<file path="src/rtl/coms_pkg.sv">
// Shared definitions for the motor-board frame protocol: magics, lengths,
// receiver states and the byte-wise CRC-16 (poly 0x8005, MSB first).
package coms_pkg;

    typedef enum logic [1:0] {
        HUNT    = 2'd0,
        RECEIVE = 2'd1,
        CHECK   = 2'd2
    } state_t;

    localparam logic [31:0] MAGIC_STATUS     = 32'h1CEB00DA;
    localparam logic [31:0] MAGIC_CONTROL    = 32'hBAADA555;
    localparam logic [31:0] MAGIC_SETPOINT   = 32'hD0D0D0D0;
    localparam logic [31:0] MAGIC_STATUS_REQ = 32'h1CE1CEBB;

    // Post-magic lengths, CRC bytes included
    localparam logic [7:0] LEN_STATUS  = 8'd26;
    localparam logic [7:0] LEN_CONTROL = 8'd30;

    function automatic logic [15:0] nextCRC16_D8(input logic [7:0] data,
                                                 input logic [15:0] crc);
        logic [15:0] c;
        logic        fb;
        c = crc;
        for (int i = 7; i >= 0; i--) begin
            fb = c[15] ^ data[i];
            c  = {c[14:0], 1'b0};
            if (fb) c = c ^ 16'h8005;
        end
        return c;
    endfunction

endpackage

</file>
<file path="src/rtl/coms_frame_rx.sv">
// Multi-type UART frame receiver: hunts for a magic, collects the payload,
// verifies the trailing CRC and delivers the whole frame in one pulse.
module coms_frame_rx
    import coms_pkg::*;
#(
    parameter int                      NUM_TYPES      = 2,
    parameter int                      MAX_LEN        = 32,
    parameter logic [NUM_TYPES*32-1:0] MAGICS         = {MAGIC_CONTROL, MAGIC_STATUS},
    parameter logic [NUM_TYPES*8-1:0]  LENGTHS        = {LEN_CONTROL, LEN_STATUS},
    parameter int                      TIMEOUT_CYCLES = 48000,
    localparam int                     TW             = (NUM_TYPES > 1) ? $clog2(NUM_TYPES) : 1
) (
    input  logic                 clock48MHz,
    input  logic                 reset,
    input  logic                 rx_valid,
    input  logic [7:0]           rx_byte,
    output logic                 frame_valid,
    output logic [TW-1:0]        frame_type,
    output logic [MAX_LEN*8-1:0] payload,
    output logic [7:0]           payload_len,
    output logic                 crc_error,
    output logic                 timeout_error,
    output logic [15:0]          frames_ok,
    output logic [15:0]          crc_err_count,
    output logic                 busy
);

    localparam int IW = (MAX_LEN > 1) ? $clog2(MAX_LEN) : 1;
    localparam int CW = $clog2(TIMEOUT_CYCLES + 1);

    state_t              state_reg, state_next;
    logic [31:0]         window_reg, window_shift;
    logic [15:0]         crc_reg, rx_crc_reg;
    logic [7:0]          count_reg;
    logic [CW-1:0]       idle_reg;
    logic [TW-1:0]       type_reg, match_type;
    logic [7:0]          buffer_reg [MAX_LEN];
    logic [MAX_LEN*8-1:0] payload_next;
    logic [7:0]          len_cur;
    logic                match, last_byte, idle_done, crc_ok;
    logic                hunt_shift, sync, accept, crc_update, crc_capture;
    logic                timeout_hit, good_frame, bad_frame;

    // A byte seen during CHECK starts a fresh window
    assign window_shift = {(state_reg == CHECK) ? 24'h0 : window_reg[23:0], rx_byte};

    always_comb begin
        match      = 1'b0;
        match_type = '0;
        for (int t = NUM_TYPES - 1; t >= 0; t--) begin
            if (window_shift == MAGICS[32*t +: 32]) begin
                match      = 1'b1;
                match_type = TW'(t);
            end
        end
    end

    always_comb begin
        len_cur = LENGTHS[7:0];
        for (int t = 0; t < NUM_TYPES; t++) begin
            if (type_reg == TW'(t)) len_cur = LENGTHS[8*t +: 8];
        end
    end

    assign last_byte = (count_reg == len_cur - 8'd1);
    assign idle_done = (idle_reg == CW'(TIMEOUT_CYCLES - 1));
    assign crc_ok    = (crc_reg == rx_crc_reg);

    always_ff @(posedge clock48MHz or posedge reset) begin
        if (reset) state_reg <= HUNT;
        else       state_reg <= state_next;
    end

    always_comb begin
        state_next = state_reg;
        case (state_reg)
            HUNT:    if (rx_valid && match) state_next = RECEIVE;
            RECEIVE: begin
                if (rx_valid && last_byte)       state_next = CHECK;
                else if (!rx_valid && idle_done) state_next = HUNT;
            end
            CHECK:   state_next = (rx_valid && match) ? RECEIVE : HUNT;
            default: state_next = HUNT;
        endcase
    end

    always_comb begin
        hunt_shift  = rx_valid && (state_reg != RECEIVE);
        sync        = hunt_shift && match;
        accept      = rx_valid && (state_reg == RECEIVE);
        crc_update  = accept && (count_reg < len_cur - 8'd2);
        crc_capture = accept && (count_reg >= len_cur - 8'd2);
        timeout_hit = (state_reg == RECEIVE) && !rx_valid && idle_done;
        good_frame  = (state_reg == CHECK) && crc_ok;
        bad_frame   = (state_reg == CHECK) && !crc_ok;
        busy        = (state_reg == RECEIVE) || (state_reg == CHECK);
    end

    always_ff @(posedge clock48MHz) begin
        if (accept) buffer_reg[count_reg[IW-1:0]] <= rx_byte;
    end

    for (genvar gi = 0; gi < MAX_LEN; gi++) begin : g_payload
        localparam logic [7:0] IDX = 8'(gi);
        assign payload_next[8*gi +: 8] = (IDX < len_cur) ? buffer_reg[gi] : 8'h00;
    end

    always_ff @(posedge clock48MHz or posedge reset) begin
        if (reset) begin
            window_reg    <= 32'h0;
            crc_reg       <= 16'hFFFF;
            rx_crc_reg    <= 16'h0;
            count_reg     <= 8'h0;
            idle_reg      <= '0;
            type_reg      <= '0;
            frame_valid   <= 1'b0;
            crc_error     <= 1'b0;
            timeout_error <= 1'b0;
            frame_type    <= '0;
            payload_len   <= 8'h0;
            payload       <= '0;
            frames_ok     <= 16'h0;
            crc_err_count <= 16'h0;
        end else begin
            if (hunt_shift)                                window_reg <= window_shift;
            else if (timeout_hit || state_reg == CHECK)    window_reg <= 32'h0;

            if (sync) begin
                type_reg  <= match_type;
                count_reg <= 8'h0;
                crc_reg   <= 16'hFFFF;
            end else if (accept) begin
                count_reg <= count_reg + 8'd1;
            end
            if (crc_update)  crc_reg    <= nextCRC16_D8(rx_byte, crc_reg);
            if (crc_capture) rx_crc_reg <= {rx_crc_reg[7:0], rx_byte};

            if (sync || accept || timeout_hit)    idle_reg <= '0;
            else if (state_reg == RECEIVE)        idle_reg <= idle_reg + 1'b1;

            frame_valid   <= good_frame;
            crc_error     <= bad_frame;
            timeout_error <= timeout_hit;

            if (good_frame) begin
                payload     <= payload_next;
                frame_type  <= type_reg;
                payload_len <= len_cur;
                if (frames_ok != 16'hFFFF) frames_ok <= frames_ok + 16'd1;
            end
            if (bad_frame && crc_err_count != 16'hFFFF)
                crc_err_count <= crc_err_count + 16'd1;
        end
    end

endmodule

</file>
<file path="config.mk">
export PLATFORM = sky130hd
export DESIGN_NAME = coms_frame_rx
export DESIGN_NICKNAME = d
export VERILOG_FILES = /design/src/rtl/coms_pkg.sv /design/src/rtl/coms_frame_rx.sv
export SDC_FILE = /design/constraint.sdc
export NUM_CORES = 1
export LEC_CHECK = 0
export BUFFER_PORTS_ARGS = -buffer_cell sky130_fd_sc_hd__clkbuf_2
export CAP_MARGIN = 40
export CORE_ASPECT_RATIO = 0.8
export CORE_MARGIN = 8
export CORE_UTILIZATION = 30
export DETAILED_ROUTE_END_ITERATION = 8
export GPL_TIMING_DRIVEN = 0
export HOLD_SLACK_MARGIN = 0.12
export PLACE_DENSITY = 0.53
export SYNTH_ARGS = -nofsm -noshare
export SYNTH_HDL_FRONTEND = slang
export SYNTH_SLANG_ARGS = --single-unit
</file>
<file path="constraint.sdc">
create_clock -name clock48MHz -period 20.1 [get_ports clock48MHz]
set_clock_uncertainty 0.2 [all_clocks]
set_input_delay 2.01 -clock clock48MHz [delete_from_list [all_inputs] [get_ports clock48MHz]]
set_output_delay 2.01 -clock clock48MHz [all_outputs]
set_load 0.005 [all_outputs]
</file>
; ---- Yosys cells after proc, flatten, opt, wreduce, memory -nomap -nowiden
; Memory sizes are Yosys's and may differ from the RTL's. A register that Yosys moved wholly into a read port is not among the register bits.
; Cells that the tools add are included.
[totals]
regBits = 383
ram_bits = 256
inputBits = 11
out_inout_bits = 301
elab_cells = 177
n_memories = 1
[mem_list]
columns = name, depth, word_bits, read_ports, rd_clocked_by_memory_dff, write_ports, line
row1 = buffer_reg, 32, 8, 32, 26, 1, coms_frame_rx.sv:37  ; logic [7:0] buffer_reg [MAX_LEN];
[op_classes]
add_sub_neg = 6
magnitude_cmp = 34
n_eq_ne = 12
mux = 67
bitwise_logic = 16
n_reduce_logical = 26
[op_table]
columns = operator, n
row1 = $mux W16, 19
row2 = $mux W8, 34
row3 = $lt A5 B8 Y1 const A, 16
row4 = $mux W24, 3
row5 = $lt A4 B8 Y1 const A, 8
row6 = $add A16 B1 Y16 const B, 3
row7 = $eq A32 B29 Y1 const B, 1
row8 = $eq A32 B32 Y1 const B, 1
row9 = $lt A3 B8 Y1 const A, 4
row10 = $ne A16 B16 Y1 const B, 2
row11 = $not A3 Y3, 8
row12 = $eq A16 B16 Y1, 1
row13 = $eq A16 B16 Y1 const B, 1
row14 = $lt A1 B8 Y1 const A, 2
row15 = $lt A2 B8 Y1 const A, 2
row16 = $logic_and A1 B1 Y1, 13
row17 = $add A8 B1 Y8 const B, 1
row18 = $eq A8 B8 Y1, 1
row19 = $ge A8 B8 Y1, 1
row20 = $lt A8 B8 Y1, 1
row21 = $reduce_bool A2 Y1, 4
row22 = $sub A8 B1 Y8 const B, 1
row23 = $sub A8 B2 Y8 const B, 1
row24 = $xor A1 B1 Y1, 8
row25 = other kinds (13), 25

; ---- Logic depth before layout (Yosys ltp)
[logic_depth]
word_depth = 26
ltp_mapped = 11
depth_no_buf = 9

; ---- Least setup slack after synthesis
; OpenSTA, ideal clock, no wires.
[synth_path]
kind = input port to flip-flop
start = in rx_valid
end = mem buffer_reg[11][0] (enable)
setup_ns = 0.385
arrival_ns = 3.321
required_time_ns = 19.515
path_slack_ns = 16.194
cell_stages = 4
path_buffers = 1
cell_sequence = and2_1 > clkbuf_1 > nand3_1 > nor3b_1
[synth_between]
elab_chain_cells = 3
[synth_rtl]
columns = element, line
row1 = start: declaration, coms_frame_rx.sv:15  ; input logic rx_valid,
row2 = $logic_and A1 B1 Y1, coms_frame_rx.sv:90  ; accept = rx_valid && (state_reg == RECEIVE);
row3 = $mux W1, coms_frame_rx.sv:100  ; if (accept) buffer_reg[count_reg[IW-1:0]] <= rx_byte;
row4 = $mux W1 (not written as such), coms_frame_rx.sv:100
row5 = end: declaration, coms_frame_rx.sv:37
; Every way passes these cells.

; ---- Final worst setup path
[layout_path]
start = in rx_valid
end = mem buffer_reg[21][5] (enable)
; The elaborated chain is that of the path after synthesis.

==> flow_summary_export.csv <==
group,metric,value,unit
run_status,status,"finished clean",
route,drc,0,
finish,area_growth,24.8,%
timing,rsz0062_at_grt,"no",
grt,grt_pass1_vias,13700,
worst_setup_path,path_max_fanout,10,
grt,grt-ovfl-total,0,
floorplan,design.core.area,73800,um2
timing,slew-limit-headroom,38.2,%
timing,worstMarginPinSlew,0.924,ns
worst_setup_path,crit_chain,"clkbuf_2 > and2_1 > clkbuf_1 > nand2_1 > nor2_1",
route,wl,59700,um
worst_setup_path,cp_top_family,"simple AND/OR/NAND/NOR gates",
grt,antenna_found_initial,1,
floorplan,row_count,89,
worst_setup_path,crit_path_start_kind,"input port",
timing,finalMaxSlewViolations,0,
finish,layout.cells.most_common,"dfrtp_1",
synth,yosysSeqAreaShare,72.5,%
finish,antenna_cells,0,
timing,finalSetupTns,0,ns
synth,synth_top_area_share,38.5,%
clock_tree,clk_latency,0.59,ns
floorplan,fp.dieW,321,um
place,pre_cts_ws,15.17,ns
timing,holdWs,0.265,ns
synth,synth.distinct_cells,54,
finish,num-nets-final,1849,
finish,final_area,27900,um2
timing,hold_viol_final,0,
clock_tree,cts_buffers,66,
worst_setup_path,cp_slowest_cell,"nor2_1",
synth,yosys_register_bits,600,
worst_setup_path,end_kind,"register",
route,avgViaCountPerCell,4.54,
clock_tree,ctsResizeCount,0,
synth,synth_enable_flop_cells,240,
place,io_buffers,291,
worst_setup_path,critPathMaxStageDelay,0.89,ns
worst_setup_path,crit_buf_inv,2,
grt,grt_pass1_wl,88800,um
synth,synthCells,1423,
flow_run,maxCapViolations,0,
route,drt_iter0_drc,898,
synth,synth-main-ff-cell,"dfrtp_1",
floorplan,die_h,260,um
timing,period_minus_slack,4.31,ns
clock_tree,tritoncts,"yes",
timing,final.setup.worst_slack,15.79,ns
place,dp_hpwl,41300,um
route,drtAntennaViolNets,0,
finish,stdcell_count,2878,
worst_setup_path,required,20.12,ns
clock_tree,cts.sinks,600,
power_and_ir_drop,p_leak,12.4,nW
clock_tree,postCtsSetupRepairBufs,0,
timing,period_share,21.4,%
synth,syn_area,22400,um2
floorplan,die-area,83700,um2
route,first_pass_iters,5,
power_and_ir_drop,total_power,2.64,mW
grt,grt_max_degree,92,
worst_setup_path,crit_type,"input port to register",
hold_path,hold_path.class,"register to register",
power_and_ir_drop,peakVddDrop,0.0000504,V
place,finalWeightedCongestion,0.788,
clock_tree,h-tree-depth,3,
clock_tree,root_buffer,"clkbuf_16",
synth,synthArstFlopShare,60.0,%
power_and_ir_drop,powerDensity,94.6,nW/um2
synth,yosysTopAreaCell,"dfrtp_1",
place,place_area,25600,um2
synth,ys_warn_count,0,
clock_tree,cts_buffer_depth,3,
timing,finalSetupViolCount,0,
synth,synth.avg_cell_area,15.7,um2
clock_tree,path_clk_slew,0.06,ns
finish,finish.utilization,37.8,%
route,wl_per_cell,20.8,um
clock_tree,cts_hold_buf,0,
grt,grt_usage,13.9,%
finish,final_cell_mix,"dfrtp_1 (344), clkbuf_2 (291), edfxtp_1 (240)",
finish,drive_gt1_share,39.3,%
floorplan,start_util,30.3,%
worst_setup_path,critical_path_arrival,4.33,ns
place,placed_cells,2759,
floorplan,pin_count,312,
route,vias,13100,
synth,synth_top_cells_by_area,"dfrtp_1 (38%), edfxtp_1 (32%), mux2_2 (12%), xnor2_1 (2.0%), dfstp_2 (1.9%)",
timing,fmax,232,MHz
[worst paths after layout]
| path | startpoint | to | slack (ns) | cells past startpoint |
|---|---|---|---|---|
| setup / recovery | rx_valid | buffer_reg[21][5]$_DFFE_PP_ | 15.79 | 5 |
| hold / removal | buffer_reg[13][5]$_DFFE_PP_ | payload[109]$_DFFE_PP0P_ | 0.26 | 1 |
| setup reg to reg | state_reg[1]$_DFFE_PP0P_ | buffer_reg[21][5]$_DFFE_PP_ | 16.51 | 7 |
| hold reg to reg | buffer_reg[13][5]$_DFFE_PP_ | payload[109]$_DFFE_PP0P_ | 0.26 | 1 |
| max in group asynchronous | reset | payload[40]$_DFFE_PP0P_ | 17.24 | 4 |
| min in group asynchronous | reset | frames_ok[12]$_DFFE_PP0P_ | 1.18 | 2 |
[cells by family after synthesis]
group / after synthesis / share of synthesized area (%)
and+or+nand+nor: 284 / 6.17
adders and majority gates: 12 / 0.671
muxes: 229 / 11.5
AOI/OAI and AO/OA: 120 / 3.39
DFF: 600 / 72.5
buffers and inverters: 96 / 2.52
xor gates and xnor gates: 81 / 3.17
other: 1 / 0.0168
[final cells by class]
type | instances | area [um2]
buffer | 80 | 504
clock buffer | 92 | 1940
clock inverter | 27 | 400
fill | 6975 | 45900
inverter | 16 | 67.6
multi-input combinational | 746 | 5680
sequential | 600 | 16200
tap | 1001 | 1250
timing repair buffer | 316 | 1840
[worst reg2reg max path, cell delays in order (launching register included)]
cell,delay [ns]
dfrtp_1,0.41
inv_1,0.09
ha_1,0.14
clkbuf_1,0.28
and2_1,0.25
clkbuf_1,0.38
nand2_1,0.56
nor2_1,0.90
[synthesized netlist by cell type (3+ instances only)]
cell type and count:
dfrtp_1 344, nor2_1 61, nor4_1 4, nor3_1 23, mux2_2 229, or3_1 3, a22o_1 21, a21oi_1 20
nand2_1 103, nand3_1 25, and2_1 5, buf_4 47, inv_1 16, clkbuf_1 26, nor4_2 3, dfstp_2 16
nand4_1 19, xnor2_1 52, buf_2 4, xor2_1 29, o2111ai_1 6, o21ai_0 59, nand3b_1 3, ha_1 12
edfxtp_1 240, buf_6 3, and3_1 12, nand4bb_1 3, nand2b_1 4, nand4b_1 3
[metal layers]
layer  routed length, um  share of wire (%)  GRT usage (%)
met1               27400                 46           19.2
met2               28000                 47           21.9
met3                3280                5.5           3.75
met4                1100                1.8           3.30
met5                   0                  0              0
[where the power goes]
| part | internal (mW) | total [mW] | switching [mW] | leakage (nW) |
|---|---|---|---|---|
| clock network | 0.805 | 1.30 | 0.492 | 1.15 |
| registers | 1.28 | 1.29 | 0.00497 | 7.08 |
| logic | 0.0176 | 0.0585 | 0.0409 | 4.18 |
Power figures use the tool's default switching activity.
